--- config.mk ---
export PLATFORM = sky130hd
export DESIGN_NAME = fp16_to_int_seq
export DESIGN_NICKNAME = d
export VERILOG_FILES = /design/src/rtl/fp16_to_int_seq.sv
export SDC_FILE = /design/constraint.sdc
export NUM_CORES = 1
export LEC_CHECK = 0
export BUFFER_PORTS_ARGS = -buffer_cell sky130_fd_sc_hd__buf_2
export CAP_MARGIN = 10
export CORE_MARGIN = 4
export CORE_UTILIZATION = 45
export CTS_CLUSTER_DIAMETER = 200
export DETAILED_ROUTE_END_ITERATION = 10
export SLEW_MARGIN = 20
export SYNTH_ARGS = -nofsm -noshare
export SYNTH_HDL_FRONTEND = slang
export SYNTH_SLANG_ARGS = --single-unit
export TNS_END_PERCENT = 50
--- constraint.sdc ---
create_clock -name clk -period 3.3 [get_ports clk]
set_input_delay 0.495 -clock clk [delete_from_list [all_inputs] [get_ports clk]]
set_output_delay 0.495 -clock clk [all_outputs]
set_load 0.05 [all_outputs]
--- src/rtl/fp16_to_int_seq.sv ---
// Iterative FP16 -> signed integer converter, truncating toward zero, one alignment bit per cycle.
// Latency: resp_valid rises cnt+3 edges after accept, counting the accept edge as the first (3..13).
// Backpressure: one conversion in flight; req_ready low until the DONE handshake; result held while resp_ready low.
module fp16_to_int_seq #(
    parameter int OUT_WIDTH = 32
) (
    input  logic                 clk,
    input  logic                 rst,
    input  logic                 req_valid,
    output logic                 req_ready,
    input  logic [15:0]          req_data,
    output logic                 resp_valid,
    input  logic                 resp_ready,
    output logic [OUT_WIDTH-1:0] resp_data,
    output logic                 resp_inexact,
    output logic                 resp_overflow,
    output logic                 resp_invalid
);

    typedef enum logic [1:0] {
        S_IDLE,
        S_SHIFT,
        S_FINISH,
        S_DONE
    } state_t;

    // Magnitude limits are held 33 bits wide so that OUT_WIDTH=32 still fits.
    localparam logic [32:0]          NEG_LIM = 33'd1 << (OUT_WIDTH - 1);
    localparam logic [32:0]          POS_LIM = NEG_LIM - 33'd1;
    localparam logic [OUT_WIDTH-1:0] SAT_POS = {1'b0, {(OUT_WIDTH-1){1'b1}}};
    localparam logic [OUT_WIDTH-1:0] SAT_NEG = {1'b1, {(OUT_WIDTH-1){1'b0}}};

    state_t state;
    state_t state_nxt;

    logic        sign_q;
    logic [25:0] mag_q;
    logic [3:0]  cnt_q;
    logic        left_q;
    logic        sticky_q;
    logic        nan_q;
    logic        inf_q;

    logic        accept;
    logic [4:0]  req_exp;
    logic [9:0]  req_frac;
    logic [4:0]  unb_exp;

    logic [32:0]          mag_ext;
    logic [OUT_WIDTH-1:0] mag_ow;
    logic                 range_ovf;
    logic [OUT_WIDTH-1:0] fin_data;
    logic                 fin_inexact;
    logic                 fin_overflow;
    logic                 fin_invalid;

    assign accept   = req_valid && req_ready;
    assign req_exp  = req_data[14:10];
    assign req_frac = req_data[9:0];
    assign unb_exp  = req_exp - 5'd15;

    // State register; reset aborts any conversion in progress.
    always_ff @(posedge clk or posedge rst) begin
        if (rst) state <= S_IDLE;
        else     state <= state_nxt;
    end

    // Next-state: SHIFT runs until the alignment count is exhausted.
    always_comb begin
        state_nxt = state;
        case (state)
            S_IDLE:   if (req_valid)       state_nxt = S_SHIFT;
            S_SHIFT:  if (cnt_q == 4'd0)   state_nxt = S_FINISH;
            S_FINISH:                      state_nxt = S_DONE;
            S_DONE:   if (resp_ready)      state_nxt = S_IDLE;
            default:                       state_nxt = S_IDLE;
        endcase
    end

    // Handshake outputs are pure decodes of the state.
    always_comb begin
        req_ready  = (state == S_IDLE);
        resp_valid = (state == S_DONE);
    end

    // Final range check, saturation and two's-complement negation.
    always_comb begin
        mag_ext      = 33'(mag_q);
        mag_ow       = OUT_WIDTH'(mag_q);
        range_ovf    = sign_q ? (mag_ext > NEG_LIM) : (mag_ext > POS_LIM);
        fin_data     = '0;
        fin_inexact  = 1'b0;
        fin_overflow = 1'b0;
        fin_invalid  = 1'b0;
        if (nan_q) begin
            fin_invalid = 1'b1;
        end else if (inf_q || range_ovf) begin
            fin_overflow = 1'b1;
            fin_data     = sign_q ? SAT_NEG : SAT_POS;
        end else begin
            fin_data    = sign_q ? (-mag_ow) : mag_ow;
            fin_inexact = sticky_q;
        end
    end

    // Datapath: classify on accept, align one bit per SHIFT cycle, latch result in FINISH.
    always_ff @(posedge clk or posedge rst) begin
        if (rst) begin
            sign_q        <= 1'b0;
            mag_q         <= '0;
            cnt_q         <= '0;
            left_q        <= 1'b0;
            sticky_q      <= 1'b0;
            nan_q         <= 1'b0;
            inf_q         <= 1'b0;
            resp_data     <= '0;
            resp_inexact  <= 1'b0;
            resp_overflow <= 1'b0;
            resp_invalid  <= 1'b0;
        end else begin
            case (state)
                S_IDLE: begin
                    if (accept) begin
                        sign_q   <= req_data[15];
                        mag_q    <= '0;
                        cnt_q    <= '0;
                        left_q   <= 1'b0;
                        sticky_q <= 1'b0;
                        nan_q    <= 1'b0;
                        inf_q    <= 1'b0;
                        if (req_exp == 5'd31) begin
                            nan_q <= (req_frac != 10'd0);
                            inf_q <= (req_frac == 10'd0);
                        end else if (req_exp < 5'd15) begin
                            // Below 1.0 everything truncates away; any nonzero bit is inexact.
                            sticky_q <= (req_exp != 5'd0) || (req_frac != 10'd0);
                        end else begin
                            mag_q <= {15'd0, 1'b1, req_frac};
                            if (unb_exp >= 5'd10) begin
                                left_q <= 1'b1;
                                cnt_q  <= 4'(unb_exp - 5'd10);
                            end else begin
                                left_q <= 1'b0;
                                cnt_q  <= 4'(5'd10 - unb_exp);
                            end
                        end
                    end
                end
                S_SHIFT: begin
                    if (cnt_q != 4'd0) begin
                        if (left_q) begin
                            mag_q <= {mag_q[24:0], 1'b0};
                        end else begin
                            mag_q    <= {1'b0, mag_q[25:1]};
                            sticky_q <= sticky_q | mag_q[0];
                        end
                        cnt_q <= cnt_q - 4'd1;
                    end
                end
                S_FINISH: begin
                    resp_data     <= fin_data;
                    resp_inexact  <= fin_inexact;
                    resp_overflow <= fin_overflow;
                    resp_invalid  <= fin_invalid;
                end
                default: begin
                end
            endcase
        end
    end

endmodule

## Yosys cells after proc, flatten, opt, wreduce, memory -nomap -nowiden

Index checks and enable logic that the tools add are counted.

| word-level totals | value |
|---|---|
| register bits after elaboration | 72 |
| latch bits | 0 |
| RAM bits | 0 |
| bits in read-only memories | 0 |
| output and inout port bits | 37 |
| word-level logic and storage cells | 79 |
| memories | 0 |

| cells by class | value |
|---|---|
| $add $sub $neg | 5 |
| multipliers | 0 |
| div/mod/pow operators | 0 |
| $lt $le $gt $ge | 2 |
| eq/ne operators | 10 |
| shifts and indexed selects | 0 |
| muxes and demuxes | 36 |
| bitwise gates (word level) | 1 |
| reductions and logical operators | 13 |

Operator list:

| kind | count |
|---|---|
| $mux W32 | 4 |
| $mux W26 | 3 |
| $pmux W26 S2 | 1 |
| $neg A26 Y32 | 1 |
| $mux W11 | 2 |
| $mux W4 | 5 |
| $mux W1 | 15 |
| $logic_not A10 Y1 | 1 |
| $reduce_bool A10 Y1 | 1 |
| $ne A2 B2 Y1 const B | 4 |
| $pmux W2 S4 | 1 |
| $pmux W4 S2 | 1 |
| $mux W2 | 3 |
| $reduce_and A3 Y1 | 2 |
| $eq A5 B5 Y1 const B | 1 |
| $ge A5 B4 Y1 const B | 1 |
| $lt A5 B4 Y1 const B | 1 |
| $reduce_bool A5 Y1 | 1 |
| $sub A5 B4 Y5 const B | 1 |
| $eq A2 B2 Y1 const B | 2 |
| $logic_not A4 Y1 | 1 |
| $ne A2 B1 Y1 const B | 2 |
| $reduce_and A4 Y1 | 1 |
| $reduce_bool A4 Y1 | 1 |
| other kinds (11) | 11 |

## Longest topological paths before layout

| depth | value |
|---|---|
| word-level depth | 7 |
| depth in mapped cells | 9 |

## Worst setup path before layout

Ideal clock, no wire load.

| timing path | value |
|---|---|
| path kind | register to register |
| start | register state[0] |
| end | register mag_q[19] |
| setup time | 0.096 ns |
| data arrival time | 2.331 ns |
| required time | 3.204 ns |
| slack | 0.873 ns |
| cell stages (with the launch flop) | 10 |
| path buffers | 3 |
| period minus slack after synthesis | 2.427 ns |
| cells stage by stage | dfrtp_1 > inv_1 > ha_1 > mux2i_1 > or2_2 > clkbuf_1 > buf_2 > buf_1 > nand2_1 > o31ai_1 |

| on the way | value |
|---|---|
| longest elaborated chain between the ends | 4 |
| elaborated cells between the ends (all ways) | 8 |
| those cells by class | 3 x eq/ne; 1 x mux; 4 x reduce/logical |

Ends and longest elaborated chain:

| what | RTL line | RTL |
|---|---|---|
| from (decl) | 33 | `state_t state;` |
| from (signal assigned) | 65 | `else state <= state_nxt;` |
| $logic_not A2 Y1 (*) | 82 | `req_ready = (state == S_IDLE);` |
| net req_ready | 10 | `output logic req_ready,` |
| $logic_and A1 B1 Y1 | 57 | `assign accept = req_valid && req_ready;` |
| $ne A2 B1 Y1 (no source line) | - |  |
| $reduce_and A3 Y1 (no source line) | - |  |
| to (signal assigned) | 138 | `mag_q <= {15'd0, 1'b1, req_frac};` |
| to (signal assigned) | 152 | `mag_q <= {mag_q[24:0], 1'b0};` |
| to (signal assigned) | 154 | `mag_q <= {1'b0, mag_q[25:1]};` |
| to (decl) | 37 | `logic [25:0] mag_q;` |

Mark *: on every way through the listed nets, which the timed path passes. The rest lies on a longest branch.
A chain may end at the register's enable or synchronous reset.

## Final worst setup path

| timing path | value |
|---|---|
| start | register state[1] |
| end | register mag_q[11] |

| on the way | value |
|---|---|
| longest elaborated chain between the ends | 4 |
| elaborated cells between the ends (all ways) | 8 |
| those cells by class | 3 x eq/ne; 1 x mux; 4 x reduce/logical |

Ends and longest elaborated chain:

| what | RTL line |
|---|---|
| $logic_not A2 Y1 | 82, 121 |
| $logic_and A1 B1 Y1 | 57 |
| $ne A2 B1 Y1 (no source line) | - |
| $reduce_and A3 Y1 (no source line) | - |

Several ways; a longest one is shown, not always the timed one.

==> flow_summary.json <==
{
  "outcome": "completed",
  "powerDensity_mw_per_mm2": 965,
  "clkLatencyLatePin_ns": 0.35,
  "yosys.area.top_type_share": 0.380,
  "clock_skew_ns": 0.0121,
  "critPathArrivalTime_ns": 2.75,
  "synthTopCellsByArea": "dfrtp_1 38%, mux2i_1 4.0%, nand2_1 3.6%",
  "peakVddDrop_v": 0.000401,
  "die_w_um": 111,
  "cts_resized": 0,
  "fin_crit_sh": 0.758,
  "final_util": 0.513,
  "slew_headroom": 0.348,
  "route.detailed.drc": 0,
  "drt_iter0_drc": 288,
  "die_height_um": 111,
  "drive_above_1_share": 0.195,
  "ys_warn_count": 0,
  "fmax_mhz": 400,
  "synth_ff_type": "dfrtp_1",
  "worstMarginPinSlew_ns": 0.976,
  "syn_area_mm2": 0.00474,
  "synth_edf_count": 0,
  "synthCells": 538,
  "rsz0062_at_grt": "no",
  "vias": 4211,
  "slowest_stage": "or2_2",
  "syn_avg_cell_area_um2": 8.81,
  "numCtsBuffers": 9,
  "first_global_vias": 4017,
  "syn_nets": 570,
  "yosysTopAreaCell": "dfrtp_1",
  "routed_wl_mm": 12.5,
  "grt_pass1_wl_mm": 20.8,
  "critPathMaxFanout": 33,
  "drtPass1Iterations": 5,
  "synth_common_cells": "72 x dfrtp_1, 46 x nand2_1, 37 x clkbuf_1, 31 x inv_1, 29 x o21ai_0",
  "critPathKind": "flip-flop to flip-flop",
  "cts_tree": "done",
  "path_buf_inv": 2,
  "start_util": 0.461,
  "rows": 37,
  "cpLargestDelayFamily": "simple AND/OR/NAND/NOR gates",
  "vias_per_cell": 5.96,
  "drv_slew": 0,
  "synth.most_common_cell": "dfrtp_1",
  "hp-class": "input pin to async pin",
  "cts_hold_buf": 0,
  "hold_viol_final": 0,
  "grt_overflow": 0,
  "cts-htree-levels": 3,
  "async_flop_share": 1.00,
  "grt_usage": 0.204,
  "grt_max_degree": 63,
  "cp-start-kind": "flip-flop",
  "crit_path_end_kind": "flip-flop",
  "clockRootBuffer": "clkbuf_8",
  "critPathMaxStageDelay_ns": 0.57,
  "diodes": 0,
  "maxCapViolations": 0,
  "gp_congestion": 0.855,
  "wl_per_cell_um": 17.7,
  "io_pins": 57,
  "setup_viol": 0,
  "ant_nets": 0,
  "postCtsSetupBuffers": 0,
  "clockBufferDepth": 2,
  "detailed_place_hpwl_mm": 8.86,
  "die_area_mm2": 0.0122,
  "final_nets": 597,
  "ys_seq_area_frac": 0.380,
  "area_growth_pct": 11.1,
  "yosysUniqueCellTypes": 67,
  "crit_chain": "inv_1 -> ha_1 -> nor4bb_1 -> or2_2 -> buf_4 -> nand2_1 -> o31ai_1",
  "clkTransAtPathRegs_ns": 0.08,
  "port_buffers": 56,
  "antenna_found_initial": 0,
  "period_needed_ns": 2.50,
  "leakage_nw": 2.37,
  "core_mm2": 0.0103,
  "critPathRequiredTime_ns": 3.55,
  "fillers": 1004,
  "synth_seq_cells": 72,
  "cts.sinks": 72,
  "setup_tns_ns": 0
}
[layout make-up]
class,count,area [µm²],area share
tap,136,170,0.0323
clock buffer,9,124,0.0235
timing repair buffer,64,353,0.0670
clock inverter,7,80.1,0.0152
multi-input combinational,387,2620,0.498
sequential,72,1800,0.342
inverter,31,116,0.0221
[metrics by stage]
stage                     hold WS (ns)  cells  cell area (µm²)  setup slack, ns  power, W
after floorplan                  0.497    538             4740            0.873   0.00371
final                           0.0773    706             5270            0.799   0.00508
after global placement           0.446    690             5060            0.909   0.00431
after CTS                       0.0688    706             5270            0.853   0.00510
after global routing            0.0765    706             5270            0.647   0.00545
after detailed placement         0.445    690             5060            0.840   0.00436
[layer usage]
layer | global-route usage | routed length (µm) | part of all wire | vias to the layer above
met5 | 0 | 0 | 0 | -
met4 | 0.0681 | 214 | 0.017 | 0
met3 | 0.0367 | 573 | 0.046 | 22
met2 | 0.315 | 5650 | 0.45 | 126
met1 | 0.290 | 6050 | 0.48 | 2031
li1 | - | - | - | 2032
[final timing paths]
| check | depth (start not counted) | slack (ns) | end | from |
|---|---|---|---|---|
| worst min-delay path | 2 | 0.08 | resp_data[14] | rst |
| worst max-delay path | 7 | 0.80 | mag_q[11] | state[1] |
| max in group asynchronous | 3 | 2.60 | cnt_q[0] | rst |
| worst min register to register | 2 | 0.51 | resp_data[28] | resp_data[28] |
| min in group clk | 2 | 0.37 | sign_q | req_data[15] |
| worst max register to register | 7 | 0.80 | mag_q[11] | state[1] |
[kinds of logic after synthesis]
family,synth area share
and+or+nand+nor,0.236
AOI/OAI and AO/OA,0.192
DFF,0.380
muxes,0.0757
adders and majority gates,0.0317
buffers and inverters,0.0668
xor gates and xnor gates,0.0177
[sequential cells by signal (all words and copies together), names as in the netlist]
register,cells
resp_invalid,1
sticky_q,1
resp_inexact,1
resp_overflow,1
cnt_q,4
sign_q,1
left_q,1
inf_q,1
state,2
mag_q,26
nan_q,1
resp_data,32
[power breakdown]
part | internal (W) | switching, W
Combinational | 0.000959 | 0.00191
Clock | 0.000357 | 0.000371
Sequential | 0.00115 | 0.000331
Total | 0.00247 | 0.00262
[cells in the final DEF, fill, tap and decap left out, types with 5 or more instances in the layout]
cell type / n
a211oi_1: 8
or3_1: 16
a31oi_1: 5
nand2b_1: 16
ha_1: 12
buf_2: 56
nor2_1: 20
o21ai_1: 5
nor3_1: 28
inv_1: 30
o21ai_0: 29
dfrtp_1: 72
a21oi_1: 7
clkbuf_8: 9
mux2i_1: 19
nand3_1: 14
o31ai_1: 18
and4_1: 6
nor4_1: 11
or2_2: 7
a22oi_1: 10
buf_4: 7
o22ai_1: 10
mux2_2: 15
nor2b_1: 13
or4_1: 7
nand2_1: 46
No activity file was read; power rests on OpenSTA's default activity.
